`src/rtl/button_event_decoder.sv`:
```
// Turns the debounced button level into single-cycle press/release/long/repeat/click pulses.
// The release and repeat pulses are named release_ev and repeat_ev because the bare words are reserved.
module button_event_decoder #(
    parameter int LONG_CYCLES   = 1000,
    parameter int REPEAT_CYCLES = 250,
    parameter int DCLICK_CYCLES = 300,
    parameter int CNT_W         = 16
) (
    input  logic clk,
    input  logic rst,
    input  logic button_state,
    output logic press,
    output logic release_ev,
    output logic long_press,
    output logic repeat_ev,
    output logic single_click,
    output logic double_click,
    output logic held
);

    typedef enum logic [2:0] {
        ST_LOCK     = 3'd0,
        ST_IDLE     = 3'd1,
        ST_PRESSED  = 3'd2,
        ST_LONG     = 3'd3,
        ST_WAIT2    = 3'd4,
        ST_PRESSED2 = 3'd5
    } state_t;

    localparam logic [CNT_W-1:0] LONG_LAST   = CNT_W'(LONG_CYCLES - 1);
    localparam logic [CNT_W-1:0] REPEAT_LAST = CNT_W'(REPEAT_CYCLES - 1);
    localparam logic [CNT_W-1:0] DCLICK_LAST = CNT_W'(DCLICK_CYCLES - 1);
    localparam logic [CNT_W-1:0] CNT_ZERO    = {CNT_W{1'b0}};
    localparam logic [CNT_W-1:0] CNT_ONE     = CNT_W'(1);

    state_t           state_r;
    logic [CNT_W-1:0] cnt_r;
    logic             press_r;
    logic             release_r;
    logic             long_press_r;
    logic             repeat_r;
    logic             single_click_r;
    logic             double_click_r;
    logic             held_r;

    // Decoder FSM: a level change always wins over a terminal count on the same edge.
    always_ff @(posedge clk or posedge rst) begin
        if (rst) begin
            state_r        <= ST_LOCK;
            cnt_r          <= CNT_ZERO;
            press_r        <= 1'b0;
            release_r      <= 1'b0;
            long_press_r   <= 1'b0;
            repeat_r       <= 1'b0;
            single_click_r <= 1'b0;
            double_click_r <= 1'b0;
            held_r         <= 1'b0;
        end else begin
            press_r        <= 1'b0;
            release_r      <= 1'b0;
            long_press_r   <= 1'b0;
            repeat_r       <= 1'b0;
            single_click_r <= 1'b0;
            double_click_r <= 1'b0;
            case (state_r)
                ST_LOCK: begin
                    if (!button_state) begin
                        state_r <= ST_IDLE;
                        cnt_r   <= CNT_ZERO;
                    end
                end
                ST_IDLE: begin
                    if (button_state) begin
                        press_r <= 1'b1;
                        held_r  <= 1'b1;
                        state_r <= ST_PRESSED;
                        cnt_r   <= CNT_ZERO;
                    end
                end
                ST_PRESSED: begin
                    if (!button_state) begin
                        release_r <= 1'b1;
                        held_r    <= 1'b0;
                        state_r   <= ST_WAIT2;
                        cnt_r     <= CNT_ZERO;
                    end else if (cnt_r == LONG_LAST) begin
                        long_press_r <= 1'b1;
                        state_r      <= ST_LONG;
                        cnt_r        <= CNT_ZERO;
                    end else begin
                        cnt_r <= cnt_r + CNT_ONE;
                    end
                end
                ST_LONG: begin
                    if (!button_state) begin
                        release_r <= 1'b1;
                        held_r    <= 1'b0;
                        state_r   <= ST_IDLE;
                        cnt_r     <= CNT_ZERO;
                    end else if (cnt_r == REPEAT_LAST) begin
                        repeat_r <= 1'b1;
                        cnt_r    <= CNT_ZERO;
                    end else begin
                        cnt_r <= cnt_r + CNT_ONE;
                    end
                end
                ST_WAIT2: begin
                    if (button_state) begin
                        press_r <= 1'b1;
                        held_r  <= 1'b1;
                        state_r <= ST_PRESSED2;
                        cnt_r   <= CNT_ZERO;
                    end else if (cnt_r == DCLICK_LAST) begin
                        single_click_r <= 1'b1;
                        state_r        <= ST_IDLE;
                        cnt_r          <= CNT_ZERO;
                    end else begin
                        cnt_r <= cnt_r + CNT_ONE;
                    end
                end
                ST_PRESSED2: begin
                    if (!button_state) begin
                        release_r      <= 1'b1;
                        double_click_r <= 1'b1;
                        held_r         <= 1'b0;
                        state_r        <= ST_IDLE;
                        cnt_r          <= CNT_ZERO;
                    end else if (cnt_r == LONG_LAST) begin
                        long_press_r <= 1'b1;
                        state_r      <= ST_LONG;
                        cnt_r        <= CNT_ZERO;
                    end else begin
                        cnt_r <= cnt_r + CNT_ONE;
                    end
                end
                default: begin
                    state_r <= ST_LOCK;
                    cnt_r   <= CNT_ZERO;
                    held_r  <= 1'b0;
                end
            endcase
        end
    end

    assign press        = press_r;
    assign release_ev   = release_r;
    assign long_press   = long_press_r;
    assign repeat_ev    = repeat_r;
    assign single_click = single_click_r;
    assign double_click = double_click_r;
    assign held         = held_r;

endmodule

```
`config.mk`:
```
export PLATFORM = sky130hd
export DESIGN_NAME = button_event_decoder
export DESIGN_NICKNAME = d
export VERILOG_FILES = /design/src/rtl/button_event_decoder.sv
export SDC_FILE = /design/constraint.sdc
export NUM_CORES = 1
export LEC_CHECK = 0
export BUFFER_PORTS_ARGS = -buffer_cell sky130_fd_sc_hd__clkbuf_2
export CORE_MARGIN = 10
export CORE_UTILIZATION = 50
export DETAILED_ROUTE_END_ITERATION = 6
export PLACE_DENSITY_LB_ADDON = 0.08
export SLEW_MARGIN = 30
export SYNTH_ARGS = -nofsm -noshare
export SYNTH_HDL_FRONTEND = slang
export SYNTH_SLANG_ARGS = --single-unit
```
`constraint.sdc`:
```
create_clock -name clk -period 2 [get_ports clk]
set_clock_uncertainty 0.2 [all_clocks]
set_input_delay 0.2 -clock clk [delete_from_list [all_inputs] [get_ports clk]]
set_output_delay 0.2 -clock clk [all_outputs]
set_load 0.05 [all_outputs]
```
* After elaboration in Yosys (flattened, before gate mapping) *
Cells that the tools add are included.

word-level totals
  output and inout bits = 7
  input bits = 3
  register bits after elaboration = 26
  logic and storage cells = 67

operators by class
  muxes and demuxes = 34
  bitwise logic cells = 1
  add/sub/neg operators = 1
  equal/unequal tests = 14
  reduce and logical (&&, ||, !) cells = 8

operators by type and width
  cell                   count
  $mux 16                8
  $pmux 16 s5            1
  $mux 3                 7
  $add 16x1->16 const B  1
  $eq 16x10->1 const B   1
  $eq 16x8->1 const B    1
  $eq 16x9->1 const B    1
  $mux 1                 16
  $pmux 3 s5             1
  $ne 2x2->1 const B     4
  $eq 3x2->1 const B     2
  $eq 3x3->1 const B     2
  $reduce_and 3->1       2
  $reduce_or 2->1        3
  $eq 3x1->1 const B     1
  $logic_not 3->1        1
  $ne 3x3->1 const B     1
  $pmux 1 s3             1
  $reduce_or 3->1        1
  $ne 2x1->1 const B     1
  $reduce_and 2->1       1
  $not 1->1              1

* Depth between registers and ports, before layout *
Gate-level depths: netlist of the first run.

  word-level depth = 4
  mapped depth = 8
  mapped depth without buffers = 7

* Worst setup path after synthesis of the first run *
Ideal clock, no wire load.

  path type = flip-flop to flip-flop
  start = reg cnt_r[0]
  end = reg cnt_r[5]
  arrival time = 1.611 ns
  setup slack = 0.070 ns
  data required time = 1.681 ns
  buffers on the path = 1
  stages on the path, launching flop included = 8
  setup time = 0.119 ns
  path through = dfrtp_1 > ha_1 > nor4bb_1 > and4_1 > o22ai_4 > nor3_4 > buf_6 > nor2_2

between the ends
  cells in the longest elaborated chain, start to end = 4
  elaborated cells between the ends (all ways) = 11

ends and longest elaborated chain
  item                                   RTL line      source
  start: declaration                     37            logic [CNT_W-1:0] cnt_r;
  start signal: assignment               91            cnt_r <= cnt_r + CNT_ONE;
  start signal: assignment               104           cnt_r <= cnt_r + CNT_ONE;
  start signal: assignment               118           cnt_r <= cnt_r + CNT_ONE;
  $add 16x1->16 (tied with other cells)  --
  $mux 16 (on tied branches)             --
  $mux 16 (on tied branches)             122, 108, 95
  $pmux 16 s5 *                          65            case (state_r)

Mark *: on every way between the ends. The rest lies on a longest branch, timed or not.
A chain may end at the register's enable or synchronous reset.

* Final worst setup path of the first run *
  start = reg cnt_r[3]
  end = reg cnt_r[14]

Same word-level chain as after synthesis.

==> impl_metrics.csv, run 1 <==
group,metric,value,unit
status,status,"complete, but fails checks",
status,violations,"setup timing",
finish,n_fill_cell,224,
pwr,p_seq_share,33.4,%
synthesis,ys_async_sr_fraction,100,%
pwr,combPwrFrac,53.7,%
pwr,p_switching,879,uW
pwr,power_density,1070,nW/um2
drt,drtIter0Drc,75,
pwr,internal-power,1190,uW
timing,worst_pin_slew,0.354,ns
synthesis,ys_types,45,
timing,report.final.setup_viol,10,
timing,drv_slew,0,
finish,drive_gt1_share,41.9,%
worst_setup_path,worstSetupPathType,"reg2reg",
finish,antenna-diode-count,0,
finish,fin_util,68.7,%
clocking,cts_tree,"yes",
finish,multi_input_area,913,um2
global_route,antenna_found_initial,0,
drt,vias,1219,
timing,whs,0.0309,ns
place,dp.cells,205,
worst_setup_path,critPathSlowestCell,"dfrtp_2",
pwr,p_clk_share,12.9,%
floorplan,fp.dieArea,5660,um2
finish,syn_to_final_growth,27.3,%
finish,final_cell_mix,"buf_4 (23), dfrtp_1 (19), nor2_1 (13)",
worst_setup_path,critPathLaunchType,"flip-flop",
run,cap_viol_max_count,0,
drt,drc,0,
global_route,grt_pass1_vias,1206,
timing,max_freq,0.487,GHz
synthesis,ys_ff_latch,26,
floorplan,die_h,75.3,um
clocking,cts.sinks,26,
worst_setup_path,critPathBufInv,1,
worst_setup_path,path_cells,"nor4bb_4 > and4_4 > o22ai_4 > nor3_4 > clkbuf_16 > nor2_2",
drt,routed_wirelength,3.47,mm
synthesis,syn-num-nets,160,
synthesis,synth_cells,155,
worst_setup_path,path_max_fanout,7,
worst_setup_path,endpoint_kind,"flip-flop",
synthesis,yosysWarnings,0,
place,dpl_cell_area,1700,um2
place,finalWeightedCongestion,0.872,
synthesis,synth_area_per_cell,9.85,um2
floorplan,start_util,54.0,%
clocking,worstSkewPairLatency,0.33,ns
clocking,h-tree-depth,1,
clocking,cts_made_buffers,3,
timing,report.final.hold_viol_count,0,
floorplan,core,2830,um2
global_route,grt_pass1_wl,5.66,mm
synthesis,synth-edff-count,0,
pwr,p_leak,0.000749,uW
global_route,track_usage,12.6,%
synthesis,ys.flop_type,"dfrtp_1",
clocking,clk_pin_slew,0.14,ns
finish,nets,192,
worst_setup_path,cp.required,2.03,ns
hold_path,holdCritPathClass,"in2reg",
clocking,clockRootBuffer,"clkbuf_4",
pwr,p_sw_share,42.4,%
drt,viasPerCell,5.62,
drt,wl_per_cell,16.0,um
floorplan,ios,10,
timing,fin_ws,-0.0519,ns
worst_setup_path,critPathMaxStageDelay,0.49,ns
floorplan,rows,19,
floorplan,die_x,75.3,um
timing,period_share,103,%
finish,layout_commonest_cell,"buf_4",
finish,finalInstanceArea,1940,um2
timing,maxSlewHeadroom,76.4,%
drt,drtAntennaViolNets,0,
worst_setup_path,cp_data_arrival_time,2.08,ns
timing,period_needed,2.05,ns
global_route,grt_max_degree,27,
worst_setup_path,cp_top_family,"simple AND/OR/NAND/NOR gates",
synthesis,synth.area.top_cells,"dfrtp_1 (43%), xnor2_1 (5.7%), nor2_2 (4.9%)",
clocking,clock_path_buffers,2,
finish,seqCellArea,659,um2
drt,drt_first_pass_iters,4,
synthesis,yosys.area.top_type,"dfrtp_1",
global_route,grt_overflow,0,
timing,rsz0062_at_grt,"true",
place,io_buffer_count,9,
synthesis,ys_seq_area_share,42.6,%
finish,fin_cells,217,
place,dp_hpwl,2.40,mm
synthesis,netlist_area,1530,um2
pwr,ir_drop,0.000632,V
synthesis,synthDominantCellAreaShare,42.6,%
[timing repair]
action,CTS,global route
pin swaps,2,8
setup endpoints to repair,11,15
buffers inserted,0,6
gates cloned,0,1
hold endpoints to repair,26,0
resized for setup,3,24
hold buffers,1,0
[area by class of cell]
cell class                      count  area share [%]
Multi-Input combinational cell    115            47.0
Timing Repair Buffer               35            14.0
Tap cell                           31            2.00
Clock buffer                        4            1.87
Inverter                            6            1.16
Sequential cell                    26            33.9
[worst min-delay path, cell delays in order]
cell and delay (ns):
clkbuf_2 0.17, o21ai_0 0.11, a21oi_1 0.05
[flip-flops by register name, indices dropped and copies added, names as in the netlist]
register and flops:
press 1, state_r 3, double_click 1, cnt_r 16, held 1, release_ev 1, long_press 1, repeat_ev 1
single_click 1
[cells by family after synthesis]
kind of cell    share of synthesized area (%)
simple gates                             29.8
compound gates                           13.4
flops                                    42.6
buf+inv                                  5.16
xor+xnor                                 7.38
fa+ha+maj                                1.64
[synthesized netlist by cell type, drive strengths merged, types with 4 or more instances]
cell	count
xnor2	11
and4	4
o22ai	4
buf	7
nand3	6
nor3	6
nand2	11
dfrtp	26
inv	6
a21oi	7
nor2	25
o21ai	6
[power by group through the flow]
stage | clock (uW) | sequential [uW] | combinational [uW]
floorplan | 0 | 745 | 620
global placement | 0 | 690 | 915
detailed placement | 0 | 693 | 932
CTS | 276 | 683 | 938
global route | 298 | 708 | 1190
finish | 268 | 692 | 1110
[metrics by stage]
| stage | power, uW | setup WS (ns) | TNS (ns) |
|---|---|---|---|
| floorplan | 1370 | 0.0702 | 0 |
| global placement | 1610 | -0.0214 | -0.201 |
| detailed placement | 1620 | -0.0253 | -0.209 |
| CTS | 1900 | 0.00158 | 0 |
| global route | 2200 | -0.161 | -1.50 |
| finish | 2070 | -0.0519 | -0.277 |
[metal layers]
| layer | global-route usage [%] | vias to the layer above | wire, um |
|---|---|---|---|
| met5 | 0 | - | 0 |
| met4 | 3.92 | 0 | 33 |
| met3 | 2.23 | 4 | 135 |
| met2 | 20.7 | 26 | 1730 |
| met1 | 16.6 | 580 | 1570 |
| li1 | - | 609 | - |
[final timing paths]
path                              start          to  slack (ns)  cells after the start
setup / recovery               cnt_r[3]   cnt_r[14]       -0.05                      6
hold / removal             button_state  state_r[1]        0.03                      3
hold reg to reg              state_r[1]       press        0.38                      1
min in group asynchronous           rst    cnt_r[3]        0.22                      4
max in group asynchronous           rst   cnt_r[13]        1.09                      4
setup reg to reg               cnt_r[3]   cnt_r[14]       -0.05                      6
Power figures use the tool's default switching activity.
==> run 2, diff against run 1 <==
--- a/config.mk
+++ b/config.mk
@@ -8,8 +8,10 @@
 export BUFFER_PORTS_ARGS = -buffer_cell sky130_fd_sc_hd__clkbuf_2
 export CORE_MARGIN = 10
 export CORE_UTILIZATION = 50
+export CTS_CLUSTER_SIZE = 28
 export DETAILED_ROUTE_END_ITERATION = 6
 export PLACE_DENSITY_LB_ADDON = 0.08
+export SKIP_CTS_REPAIR_TIMING = 1
 export SLEW_MARGIN = 30
 export SYNTH_ARGS = -nofsm -noshare
 export SYNTH_HDL_FRONTEND = slang
==> impl_metrics.csv, run 2 (synthesis results as in run 1) <==
group,metric,value,unit
finish,finalInstanceArea,1930,um2
worst_setup_path,critPathSlowestCell,"dfrtp_2",
worst_setup_path,startpoint,"cnt_r[3]",
drt,drc,0,
status,status,"complete, but fails checks",
finish,seqCellArea,659,um2
worst_setup_path,critPathMaxStageDelay,0.51,ns
pwr,p_clk_share,12.7,%
finish,antenna-diode-count,0,
timing,worst_pin_slew,0.360,ns
drt,wl_per_cell,15.9,um
clocking,clockRootBuffer,"clkbuf_4",
finish,syn_to_final_growth,26.3,%
hold_path,worstHoldStart,"button_state",
clocking,cts_made_buffers,3,
global_route,grt_pass1_vias,1189,
pwr,p_leak,0.000740,uW
worst_setup_path,path_cells,"nor4bb_4 > and4_4 > o22ai_4 > nor3_4 > clkbuf_16 > nor2_2",
finish,n_fill_cell,223,
finish,drive_gt1_share,40.2,%
timing,maxSlewHeadroom,75.9,%
pwr,power_density,1080,nW/um2
floorplan,die_h,75.3,um
worst_setup_path,path_max_fanout,9,
timing,period_needed,2.03,ns
status,violations,"setup timing",
timing,fin_ws,-0.0279,ns
floorplan,start_util,54.0,%
clocking,clock_path_buffers,2,
timing,rsz0062_at_grt,"true",
clocking,worstSkewPairLatency,0.33,ns
finish,layout_commonest_cell,"buf_4",
run,cap_viol_max_count,0,
pwr,ir_drop,0.000651,V
timing,report.final.setup_viol,5,
drt,drtIter0Drc,65,
floorplan,fp.dieArea,5660,um2
drt,viasPerCell,5.53,
finish,nets,190,
clocking,cts.sinks,26,
timing,period_share,101,%
timing,tns,-0.0974,ns
floorplan,die_x,75.3,um
hold_path,holdCritPathClass,"in2reg",
global_route,grt_max_degree,27,
worst_setup_path,worstSetupPathType,"reg2reg",
place,dpl_cell_area,1700,um2
clocking,h-tree-depth,1,
worst_setup_path,critPathLaunchType,"flip-flop",
worst_setup_path,worstReg2RegStart,"cnt_r[3]",
pwr,p_sw_share,42.1,%
clocking,cts_tree,"yes",
global_route,track_usage,12.5,%
finish,largest_reg_flops,16,
drt,vias,1190,
worst_setup_path,cp_top_family,"simple AND/OR/NAND/NOR gates",
pwr,internal-power,1210,uW
place,finalWeightedCongestion,0.872,
timing,max_freq,0.493,GHz
worst_setup_path,endpoint_kind,"flip-flop",
drt,routed_wirelength,3.43,mm
global_route,antenna_found_initial,0,
worst_setup_path,cp.required,2.03,ns
finish,regMostFlops,"cnt_r",
timing,report.final.hold_viol_count,0,
pwr,combPwrFrac,54.2,%
place,dp_hpwl,2.40,mm
floorplan,ios,10,
finish,final_cell_mix,"buf_4 (20), dfrtp_1 (19), nor2_1 (13)",
global_route,grt_overflow,0,
worst_setup_path,cp_data_arrival_time,2.05,ns
finish,fin_util,68.2,%
drt,drt_first_pass_iters,4,
worst_setup_path,critPathBufInv,1,
finish,reg_top3,"cnt_r (16), state_r (3)",
pwr,p_switching,878,uW
clocking,clk_pin_slew,0.14,ns
pwr,p_seq_share,33.1,%
timing,drv_slew,0,
place,io_buffer_count,9,
finish,multi_input_area,910,um2
global_route,grt_pass1_wl,5.58,mm
floorplan,rows,19,
floorplan,core,2830,um2
drt,drtAntennaViolNets,0,
[run 2: changes by cell type in the layout (fill, tap and decap cells not counted), sizes merged]
cell  delta
buf      -2
[run 2: final timing paths]
check | cells after the start | slack (ns) | end
min in group asynchronous | 4 | 0.23 | cnt_r[4]
min reg2reg | 1 | 0.38 | press
min | 3 | 0.03 | state_r[1]
max | 6 | -0.03 | cnt_r[14]
max in group asynchronous | 4 | 1.11 | cnt_r[7]
max reg2reg | 6 | -0.03 | cnt_r[14]
[run 2: metal layers]
| metal | track usage [%] | part of all wire [%] |
|---|---|---|
| met2 | 20.1 | 49 |
| met3 | 2.23 | 2.6 |
| met1 | 16.5 | 47 |
| met5 | 0 | 0 |
| met4 | 4.12 | 1.2 |
[run 2: tightest hold or removal path: cells and delay by family]
| family | cells | cell delay, ns |
|---|---|---|
| buffers and inverters | 1 | 0.17 |
| AOI/OAI and AO/OA | 2 | 0.16 |
[run 2: layout make-up]
cell class | instances | share of cell area (%)
flip-flops and latches | 26 | 34.2
repair buffers | 33 | 13.6
multi-input cells | 115 | 47.2
inverters | 6 | 1.17
clock buffers | 4 | 1.88
well taps | 31 | 2.01
[run 2: power groups by stage]
stage	Sequential, uW	Clock [uW]	Combinational, uW
final	692	265	1130
after global routing	711	296	1220
after CTS	683	276	936
after detailed placement	693	0	932
after global placement	690	0	915
after floorplan	745	0	620
[run 2: through the flow]
step	power, uW	instances	worst slack, ns	hold WS, ns
6_report	2090	215	-0.0279	0.0339
5_1_grt	2220	215	-0.144	0.0406
4_1_cts	1890	209	-0.0634	-0.303
3_5_place_dp	1620	205	-0.0253	0.0596
3_3_place_gp	1610	205	-0.0214	0.0461
2_1_floorplan	1370	155	0.0702	0.0400
==> run 3, diff against run 2 <==
==> constraint.sdc (replaced) <==
create_clock -name clk -period 2.6 [get_ports clk]
set_clock_uncertainty 0.2 [all_clocks]
set_input_delay 0.26 -clock clk [delete_from_list [all_inputs] [get_ports clk]]
set_output_delay 0.26 -clock clk [all_outputs]
set_load 0.05 [all_outputs]
==> impl_metrics.csv, run 3 (synthesis results as in run 1) <==
group,metric,value,unit
drt,wl_per_cell,15.0,um
global_route,antenna_found_initial,0,
drt,routed.top_layer,"met4",
worst_setup_path,r2r-end,"cnt_r[2]",
global_route,grt_pass1_vias,1076,
status,status,"finished clean",
clocking,worstSkewPairLatency,0.32,ns
floorplan,core,2830,um2
drt,drtIter0Drc,58,
drt,viasPerCell,5.73,
hold_path,worstHoldStart,"button_state",
drt,m1WireLength,1.45,mm
floorplan,start_util,54.0,%
global_route,grt_pass1_wl,5.13,mm
worst_setup_path,critPathMaxStageDelay,0.45,ns
pwr,p_leak,0.000617,uW
finish,nets,169,
timing,period_needed,2.21,ns
pwr,ir_drop,0.000330,V
finish,drive_gt1_share,22.8,%
clocking,clock_path_buffers,2,
floorplan,die_h,75.3,um
timing,worst_pin_slew,0.426,ns
clocking,cts_made_buffers,3,
timing,max_freq,0.451,GHz
worst_setup_path,path_cells,"ha_1 > nor4bb_1 > and4_1 > o22ai_4 > nor3_4 > buf_4 > o22ai_1",
hold_path,hold-path-endpoint,"release_ev",
drt,wl_met2,1.30,mm
drt,met3_length,104,um
run,cap_viol_max_count,0,
place,dp_hpwl,2.13,mm
place,finalWeightedCongestion,0.890,
finish,layout_commonest_cell,"dfrtp_1",
worst_setup_path,worstSetupPathType,"reg2reg",
worst_setup_path,cp_top_family,"simple AND/OR/NAND/NOR gates",
drt,drt_first_pass_iters,4,
clocking,cts_tree,"yes",
drt,drtAntennaViolNets,0,
place,dp.cells,189,
global_route,grt_max_degree,27,
worst_setup_path,endpoint_kind,"flip-flop",
worst_setup_path,r2r_cells,7,
floorplan,ios,10,
timing,rsz0062_at_grt,"false",
worst_setup_path,critPathSlowestCell,"dfrtp_1",
clocking,cts.sinks,26,
timing,maxSlewHeadroom,71.4,%
global_route,grt_overflow,0,
finish,regMostFlops,"cnt_r",
floorplan,die_x,75.3,um
finish,reg_top3,"cnt_r (16), state_r (3)",
hold_path,holdCritPathClass,"in2reg",
drt,routed_wirelength,2.90,mm
hold_path,min_path_cells,2,
timing,fin_ws,0.385,ns
worst_setup_path,critPathLaunchType,"flip-flop",
worst_setup_path,reg2reg_slack,0.39,ns
timing,tns,0,ns
worst_setup_path,cp.required,2.61,ns
clocking,clk_pin_slew,0.13,ns
drt,vias,1106,
worst_setup_path,path_max_fanout,11,
finish,fin_cells,193,
worst_setup_path,worstReg2RegStart,"cnt_r[0]",
timing,drv_slew,0,
timing,report.final.setup_viol,0,
finish,n_fill_cell,242,
clocking,clockRootBuffer,"clkbuf_4",
pwr,p_total,1270,uW
pwr,power_density,793,nW/um2
finish,largest_reg_flops,16,
timing,period_share,85.2,%
floorplan,rows,19,
place,io_buffer_count,9,
worst_setup_path,cp.depth,7,
place,dp_slack,0.398,ns
floorplan,fp.dieArea,5660,um2
global_route,track_usage,11.6,%
drt,drc,0,
finish,antenna-diode-count,0,
worst_setup_path,cp_data_arrival_time,2.23,ns
worst_setup_path,critPathBufInv,1,
timing,report.final.hold_viol_count,0,
finish,syn_to_final_growth,4.92,%
clocking,h-tree-depth,1,
finish,final_cell_mix,"dfrtp_1 (26), nor2_1 (13), nor2_2 (12)",
[run 3: where the power goes]
group | leakage [uW] | switching (uW) | internal (uW)
logic | 0.000251 | 371 | 188
clock network | 0.0000138 | 109 | 54.2
registers | 0.000353 | 89.4 | 458
total | 0.000617 | 569 | 701
[run 3: layer usage]
layer	track usage [%]	vias up
li1	-	558
met4	4.33	0
met3	2.63	4
met2	17.6	17
met5	0	-
met1	15.6	527
[run 3: layout make-up]
class | instances | area [um2] | share of cell area, %
clock buffers | 3 | 22.5 | 1.41
flip-flops and latches | 26 | 651 | 40.6
inverters | 6 | 22.5 | 1.41
repair buffers | 12 | 70.1 | 4.37
multi-input cells | 115 | 797 | 49.8
well taps | 31 | 38.8 | 2.42
[run 3: through the flow]
| step | hold slack (ns) | utilization [%] | instance area (um2) |
|---|---|---|---|
| floorplan | 0.100 | - | 1530 |
| global placement | 0.107 | 55.5 | 1570 |
| detailed placement | 0.117 | 55.5 | 1570 |
| CTS | -0.244 | 56.3 | 1590 |
| global route | 0.126 | 56.6 | 1600 |
| finish | 0.112 | 56.6 | 1600 |
[run 3: worst max-delay path by stage]
| stage | from | to | slack (ns) |
|---|---|---|---|
| detailed placement | cnt_r[0] | cnt_r[2] | 0.40 |
| finish | cnt_r[0] | cnt_r[2] | 0.39 |
| global route | cnt_r[0] | cnt_r[2] | 0.25 |
| floorplan | cnt_r[0] | cnt_r[5] | 0.67 |
| CTS | cnt_r[0] | cnt_r[2] | 0.38 |
| global placement | cnt_r[0] | cnt_r[2] | 0.49 |
